**config.mk**
```make
export PLATFORM = sky130hd
export DESIGN_NAME = vga_marquee_sequencer
export DESIGN_NICKNAME = d
export VERILOG_FILES = /design/src/rtl/vga_marquee_sequencer.sv
export SDC_FILE = /design/constraint.sdc
export NUM_CORES = 1
export LEC_CHECK = 0
export BUFFER_PORTS_ARGS = -buffer_cell sky130_fd_sc_hd__buf_4
export CAP_MARGIN = 30
export CORE_AREA = 4 4 97 99
export DETAILED_ROUTE_END_ITERATION = 12
export DIE_AREA = 0 0 101 103
export PLACE_DENSITY = 0.79
export SYNTH_ARGS = -nofsm -noshare
export SYNTH_HDL_FRONTEND = slang
export SYNTH_SLANG_ARGS = --single-unit
```
**constraint.sdc**
```tcl
create_clock -name clk -period 10 [get_ports clk]
set_input_delay 2 -clock clk [delete_from_list [all_inputs] [get_ports clk]]
set_output_delay 2 -clock clk [all_outputs]
set_load 0.02 [all_outputs]
```
**src/rtl/vga_marquee_sequencer.sv**
```systemverilog
// Scrolling-marquee sequencer: holds a short message of 5-bit letter codes,
// returns the letter for the slot being drawn, scrolls one slot every
// SCROLL_FRAMES frames and latches the colour theme only at frame boundaries.
module vga_marquee_sequencer #(
  parameter int SLOTS         = 8,
  parameter int MSG_LEN_MAX   = 16,
  parameter int SCROLL_FRAMES = 30,
  parameter int BLANK         = 31,
  localparam int SLOT_W = (SLOTS > 1) ? $clog2(SLOTS) : 1,
  localparam int LEN_W  = $clog2(MSG_LEN_MAX + 1)
) (
  input  logic              clk,
  input  logic              rst,
  input  logic              wr_en,
  input  logic [4:0]        wr_letter,
  output logic              wr_ready,
  input  logic              clear,
  input  logic              start,
  input  logic              stop,
  input  logic              frame_tick,
  input  logic [SLOT_W-1:0] slot_idx,
  input  logic [1:0]        theme_in,
  output logic [4:0]        letter_out,
  output logic [1:0]        theme_out,
  output logic              busy,
  output logic [LEN_W-1:0]  msg_len
);

  // Buffer index width, position width (covers offset+slot_idx < 2L) and
  // frame counter width.
  localparam int IDX_W = (MSG_LEN_MAX > 1) ? $clog2(MSG_LEN_MAX) : 1;
  localparam int POS_W = $clog2(2 * (MSG_LEN_MAX + SLOTS));
  localparam int FC_W  = (SCROLL_FRAMES > 1) ? $clog2(SCROLL_FRAMES) : 1;

  typedef enum logic {IDLE = 1'b0, RUN = 1'b1} state_t;

  state_t            state_q, state_d;
  logic [LEN_W-1:0]  msg_len_q, msg_len_d;
  logic [POS_W-1:0]  offset_q, offset_d;
  logic [FC_W-1:0]   frame_cnt_q, frame_cnt_d;
  logic [4:0]        letter_q, letter_d;
  logic [1:0]        theme_q, theme_d;
  logic              wr_acc;

  logic [4:0]        buf_q [MSG_LEN_MAX];

  logic [POS_W-1:0]  len_virt;
  logic [POS_W-1:0]  pos_sum;
  logic [POS_W-1:0]  pos;
  logic [IDX_W-1:0]  wr_idx;

  assign wr_ready   = (state_q == IDLE) && (msg_len_q < LEN_W'(MSG_LEN_MAX));
  assign busy       = (state_q == RUN);
  assign msg_len    = msg_len_q;
  assign letter_out = letter_q;
  assign theme_out  = theme_q;
  assign wr_idx     = msg_len_q[IDX_W-1:0];

  // Virtual message length includes a blank gap of SLOTS slots; since
  // offset < L and slot_idx < SLOTS <= L, one conditional subtract wraps it.
  assign len_virt = POS_W'(msg_len_q) + POS_W'(SLOTS);
  assign pos_sum  = offset_q + POS_W'(slot_idx);
  assign pos      = (pos_sum >= len_virt) ? (pos_sum - len_virt) : pos_sum;

  // Next-state and datapath update for both FSM states.
  always_comb begin
    state_d     = state_q;
    msg_len_d   = msg_len_q;
    offset_d    = offset_q;
    frame_cnt_d = frame_cnt_q;
    letter_d    = 5'(BLANK);
    theme_d     = frame_tick ? theme_in : theme_q;
    wr_acc      = 1'b0;
    case (state_q)
      IDLE: begin
        // clear beats a same-cycle write; start sees the post-write length
        wr_acc = wr_en && wr_ready && !clear;
        if (clear) begin
          msg_len_d = '0;
        end else if (wr_acc) begin
          msg_len_d = msg_len_q + LEN_W'(1);
        end
        if (start && (msg_len_d != '0)) begin
          state_d = RUN;
        end
        offset_d    = '0;
        frame_cnt_d = '0;
      end
      RUN: begin
        if (stop) begin
          // stop wins over a same-cycle frame_tick: no scroll step
          state_d     = IDLE;
          offset_d    = '0;
          frame_cnt_d = '0;
        end else begin
          letter_d = (pos < POS_W'(msg_len_q)) ? buf_q[pos[IDX_W-1:0]] : 5'(BLANK);
          if (frame_tick) begin
            if (frame_cnt_q == FC_W'(SCROLL_FRAMES - 1)) begin
              frame_cnt_d = '0;
              offset_d    = (offset_q == len_virt - POS_W'(1)) ? '0 : offset_q + POS_W'(1);
            end else begin
              frame_cnt_d = frame_cnt_q + FC_W'(1);
            end
          end
        end
      end
      default: state_d = IDLE;
    endcase
  end

  // Control and output registers with asynchronous reset.
  always_ff @(posedge clk or posedge rst) begin
    if (rst) begin
      state_q     <= IDLE;
      msg_len_q   <= '0;
      offset_q    <= '0;
      frame_cnt_q <= '0;
      letter_q    <= 5'(BLANK);
      theme_q     <= 2'b00;
    end else begin
      state_q     <= state_d;
      msg_len_q   <= msg_len_d;
      offset_q    <= offset_d;
      frame_cnt_q <= frame_cnt_d;
      letter_q    <= letter_d;
      theme_q     <= theme_d;
    end
  end

  // Message storage; contents are meaningless past msg_len so no reset.
  always_ff @(posedge clk) begin
    if (wr_acc) begin
      buf_q[wr_idx] <= wr_letter;
    end
  end

endmodule

```
## Yosys cells after proc, flatten, opt, wreduce, memory -nomap -nowiden

Memories as Yosys holds them, arrays and structs flattened.
Index checks and enable logic that the tools add are counted.
W data, S select, Z words.

- Register bits after elaboration: 24
- Bits in latches: 0
- Memory bits (writable): 80
- Bits in read-only memories: 0
- Input port bits: 17
- Output and inout port bits: 14
- Logic and storage cells: 51
- Memories kept: 1

- $add $sub $neg: 7
- Multiply operators: 0
- Div/mod/pow operators: 0
- Order comparisons: 3
- Eq/ne operators: 4
- Shift-type cells: 0
- Muxes and demuxes: 22
- Bitwise logic cells: 1
- Reduce and logical (&&, ||, !) cells: 7

Memory list:

| name | depth | width | read ports | clocked after Yosys merged registers in | write ports | line | RTL |
|---|---|---|---|---|---|---|---|
| buf_q | 16 | 5 | 1 | 0 | 1 | 45 | `logic [4:0] buf_q [MSG_LEN_MAX];` |

Operators by type and width:

| kind | count |
|---|---|
| $mux W5 | 9 |
| $mux W6 | 5 |
| $pmux W6 S2 | 1 |
| $add A5 B1 Y5 const B | 2 |
| $pmux W5 S2 | 1 |
| $add A5 B4 Y6 const B | 1 |
| $add A6 B1 Y6 const B | 1 |
| $add A6 B3 Y6 | 1 |
| $eq A6 B6 Y1 | 1 |
| $ge A6 B6 Y1 | 1 |
| $lt A6 B5 Y1 | 1 |
| $sub A6 B1 Y6 const B | 1 |
| $sub A6 B6 Y6 | 1 |
| $eq A5 B5 Y1 const B | 1 |
| $lt A5 B5 Y1 const B | 1 |
| $mux W1 | 5 |
| $reduce_bool A5 Y1 | 1 |
| $logic_and A1 B1 Y1 | 4 |
| $ne A3 B2 Y1 const B | 1 |
| $ne A3 B3 Y1 const B | 1 |
| $pmux W1 S2 | 1 |
| $reduce_and A2 Y1 | 1 |
| $logic_not A1 Y1 | 1 |
| $not A1 Y1 | 1 |

## Longest topological paths before layout

- Depth in word-level cells: 11
- Gate-level depth with buffers: 18
- Depth with buffers taken out: 16

## Least setup slack after synthesis

OpenSTA, ideal clock, no wires.

- Kind: input to register
- Start point: input port slot_idx[0]
- End point: register letter_q[0], in the netlist letter_out[0]
- Setup time: 0.099 ns
- Arrival: 5.636 ns
- Required time: 9.901 ns
- Setup slack: 4.264 ns
- Stages: 17
- Buffers on the path: 2
- Cell sequence: ha_1 > fa_1 > xnor2_1 > inv_1 > ha_1 > nand4_2 > o221ai_1 > buf_2 > o21ai_0 > o21ai_0 > clkbuf_1 > inv_1 > ha_1 > a21o_1 > a211o_1 > a2111oi_4 > nand3_1

- Longest elaborated chain between the ends: 7
- Elaborated cells on any way between the ends: 9
- Those cells by class: add/sub: 2; order compare: 2; mux: 4; memory: 1

Ends and longest elaborated chain:

| item | line | RTL |
|---|---|---|
| start, declared | 21 | `input logic [SLOT_W-1:0] slot_idx,` |
| $add A6 B3 Y6 * | 62 | `assign pos_sum = offset_q + POS_W'(slot_idx);` |
| $sub A6 B6 Y6 / $ge A6 B6 Y1 (equally long branches) | 63 | `assign pos = (pos_sum >= len_virt) ? (pos_sum - len_virt) : pos_sum;` |
| $mux W6 * | 63 |  |
| $mem_v2 Z16 W5 / $lt A6 B5 Y1 (equally long branches) | n/a |  |
| $mux W5 * | 96 | `letter_d = (pos < POS_W'(msg_len_q)) ? buf_q[pos[IDX_W-1:0]] : 5'(BLANK);` |
| $mux W5 * | 90 | `if (stop) begin` |
| $mux W5 * | 74 | `case (state_q)` |
| named net letter_d[0] | 41 | `logic [4:0] letter_q, letter_d;` |
| end signal, assigned | 118 | `letter_q <= 5'(BLANK);` |
| end signal, assigned | 125 | `letter_q <= letter_d;` |
| end, declared | 41 |  |

The timed path passes the listed nets; every way through them passes the cells marked *.
A chain may end at the register's enable or synchronous reset.

## Worst setup path after layout

- Start point: input port slot_idx[0]
- End point: register letter_q[3], in the netlist letter_out[3]

The elaborated chain is that of the path after synthesis.

==> metrics.md <==
| Metric | Value |
|---|---|
| Run status | `complete, no violations` |
| Slew at the pin closest to its max-slew limit | `0.914 ns` |
| CP Capture Type | `flip-flop` |
| Core ar. | `0.00855 mm²` |
| Max Cap Viol | `0` |
| Net count of the finished layout | `494` |
| Post-placement setup slack | `3.19 ns` |
| Leakage power of the design | `2.17 nW` |
| Power per Cell Area | `186 mW/mm²` |
| Post-detailed-route via-to-cell ratio | `6.18` |
| Number of synthesis warnings | `0` |
| Biggest fanout along the worst timing path | `11` |
| Hold Buf Count CTS | `0` |
| Part of the Yosys area used for sequential elements | `57.5%` |
| Remaining DRCs | `0` |
| Placed Area | `0.00555 mm²` |
| Global-route usage over all layers | `23.1%` |
| Routed Wire Length | `11.2 mm` |
| Violation count after the first detailed-route iteration | `324` |
| Sequential cell area in the final layout | `0.00301 mm²` |
| I/O pin count | `31` |
| Clock tree root buffer cell | `sky130_fd_sc_hd__clkbuf_8` |
| Commonest non-fill, non-tap cells in the layout | `sky130_fd_sc_hd__edfxtp_1, sky130_fd_sc_hd__nand2_1, sky130_fd_sc_hd__buf_4` |
| Number of H-tree levels | `3` |
| Count of cells resized by post-cts repair | `0` |
| Buffers inserted during post-CTS setup optimization | `0` |
| Antenna viol nets, final | `0` |
| Maximum clock path buffer count | `2` |
| GP Congestion | `0.850` |
| Worst slack on hold paths | `0.479 ns` |
| Post-synth design cell area | `0.00524 mm²` |
| Final max-slew violation count | `0` |
| Number of filler cells placed in the layout | `616` |
| Average routed wire per standard cell | `19.8 µm` |
| Wire length of the first global-routing pass | `18.1 mm` |
| Maximum operating frequency | `0.159 GHz` |
| Crit path arrival time | `6.60 ns` |
| Total Die Area | `0.0104 mm²` |
| Final worst path period need | `6.30 ns` |
| #FFs+latches synth | `104` |
| Data required time at the worst endpoint | `10.30 ns` |
| End-of-flow core utilization | `67.5%` |
| Hold Path Class | `reg2reg` |
| Number of failing hold endpoints at the final stage | `0` |
| Power consumption | `1.07 mW` |
| Worst voltage drop across the vdd grid | `0.124 mV` |
| Multi-input gate area in the final layout | `0.00208 mm²` |
| Dominant synthesized flop cell | `sky130_fd_sc_hd__edfxtp_1` |
| Vias | `3493` |
| Initial Utilization | `61.3%` |
| Setup_tns | `0 ns` |
| Share of final-layout standard cells stronger than drive strength 1 | `17.3%` |
| Placed Instances | `548` |
| Part of the cycle the worst path needs | `63.0%` |
| Worst-case headroom to the max-slew limit | `38.6%` |
| Clock latency reported for the late side of the worst-skew pair | `0.40 ns` |
| Final standard cell area without fillers | `0.00578 mm²` |
| TritonCTS sink count | `104` |
| Ant. Diodes | `0` |
| Element type at the critical path start | `input pin` |
| Inserted Clock Buffers | `9` |
| Die Ht | `103 µm` |
| Die boundary width | `101 µm` |
| Fraction of registers with async set/reset | `23.1%` |
| Count of mapped cells out of synthesis | `421` |
| Per-instance average area after synthesis | `12.4 µm²` |
| Number of port buffers | `30` |
| Area growth syn-to-layout | `10.3%` |
| First-pass detailed-route iteration total | `6` |
| Cell variety after synth | `55` |
| Pin count of the biggest net entering global routing | `25` |
| TritonCTS clock tree | `built` |
| Via count of the first global-routing pass | `3398` |
| Final setup viols | `0` |
| Final standard cell count with taps included and fillers excluded | `565` |
| Type of the worst setup path | `in2reg` |
| Final Worst Setup Slack | `3.70 ns` |
| Initial antenna violation count | `0` |
| Final clock skew | `0.0179 ns` |
| Overall overflow remaining after global route | `0` |
| DPL Wire Length | `7.94 mm` |
| Number of flops mapped to enable cells by yosys | `80` |
| RSZ-0062 raised after global routing | `no` |
| Clock transition at the registers of the reported paths | `0.11 ns` |
| Total nets after synthesis | `463` |
| Num rows | `34` |
| Most frequent standard cell in the layout excluding fill and tap cells | `sky130_fd_sc_hd__edfxtp_1` |
## area by class of cell
type                       count  area share [%]
clock buffer                   9            2.14
clock inverter                 7            1.65
tap                          108            2.34
inverter                      20            1.30
sequential                   104            52.1
multi-input combinational    283            36.1
timing repair buffer          34            4.38
## registers in the layout (all words and copies together), names as in the netlist
register     flops
frame_cnt_q      5
theme_out        2
buf_q           80
letter_out       5
msg_len          5
offset_q         6
busy             1
## logic make-up (layout without fill, tap and decap cells)
kind of cell	after synthesis	after routing	share of synthesized area, %
AO/OA/AOI/OAI	99	99	14.0
XOR/XNOR	17	17	2.84
adder cells (fa/ha/maj)	25	25	6.26
multiplexers	36	36	7.26
buffers and inverters	34	70	2.75
AND/OR/NAND/NOR	106	106	9.41
flip-flops	104	104	57.5
## synthesized netlist by cell type (all sizes together) (3+ instances only)
cell / n / area, µm²
edfxtp: 80 / 2400
nand2: 36 / 135
nor2: 25 / 93.8
ha: 23 / 288
o21ai: 22 / 110
inv: 20 / 75.1
mux2i: 20 / 200
dfrtp: 19 / 475
a21oi: 16 / 80.1
mux2: 16 / 180
nand3: 12 / 60.1
xnor2: 10 / 87.6
nor3: 9 / 45.0
clkbuf: 8 / 30.0
o211ai: 7 / 52.6
xor2: 7 / 61.3
a211oi: 6 / 45.0
and2: 6 / 37.5
buf: 6 / 38.8
nand2b: 6 / 37.5
o22ai: 6 / 37.5
a32oi: 5 / 43.8
dfstp: 5 / 131
o31ai: 5 / 37.5
a31oi: 4 / 25.0
a2111o: 3 / 33.8
a211o: 3 / 26.3
a21boi: 3 / 22.5
a21o: 3 / 22.5
a2bb2oi: 3 / 43.8
nand4: 3 / 25.0
nor2b: 3 / 18.8
## power breakdown
group	internal [mW]	switching (mW)
sequential	0.479	0.0186
clock	0.123	0.161
combinational	0.120	0.169
## layer usage
layer  track usage [%]  up-vias  part of all wire (%)
li1                  -     1648                     -
met1              32.3     1705                    44
met2              36.8      124                    48
met3              5.82       16                   6.3
met4              5.73        0                   1.3
met5                 0        -                     0
## critical path: stages
cell	delay (ns)
sky130_fd_sc_hd__buf_4	0.12
sky130_fd_sc_hd__ha_1	0.21
sky130_fd_sc_hd__fa_1	0.40
sky130_fd_sc_hd__xnor2_1	0.32
sky130_fd_sc_hd__inv_1	0.14
sky130_fd_sc_hd__ha_1	0.41
sky130_fd_sc_hd__nand4_2	0.16
sky130_fd_sc_hd__o221ai_1	0.72
sky130_fd_sc_hd__nor2_1	0.12
sky130_fd_sc_hd__a21oi_1	0.54
sky130_fd_sc_hd__inv_1	0.18
sky130_fd_sc_hd__ha_1	0.23
sky130_fd_sc_hd__a21o_1	0.18
sky130_fd_sc_hd__a211o_1	0.32
sky130_fd_sc_hd__a2111oi_4	0.40
sky130_fd_sc_hd__nand3_1	0.15
## worst paths after layout
check | from | to | slack, ns | depth (start not counted)
hold / removal | frame_cnt_q[4]$_DFFE_PP0P_ | frame_cnt_q[4]$_DFFE_PP0P_ | 0.48 | 1
max in group asynchronous | rst | offset_q[5]$_DFFE_PP0P_ | 7.63 | 2
setup reg to reg | offset_q[0]$_DFFE_PP0P_ | letter_out[3]$_DFF_PP1_ | 4.89 | 15
setup / recovery | slot_idx[0] | letter_out[3]$_DFF_PP1_ | 3.70 | 16
hold reg to reg | frame_cnt_q[4]$_DFFE_PP0P_ | frame_cnt_q[4]$_DFFE_PP0P_ | 0.48 | 1
min in group asynchronous | rst | frame_cnt_q[1]$_DFFE_PP0P_ | 1.81 | 2
Note: power is estimated with default switching activity, not from simulation.
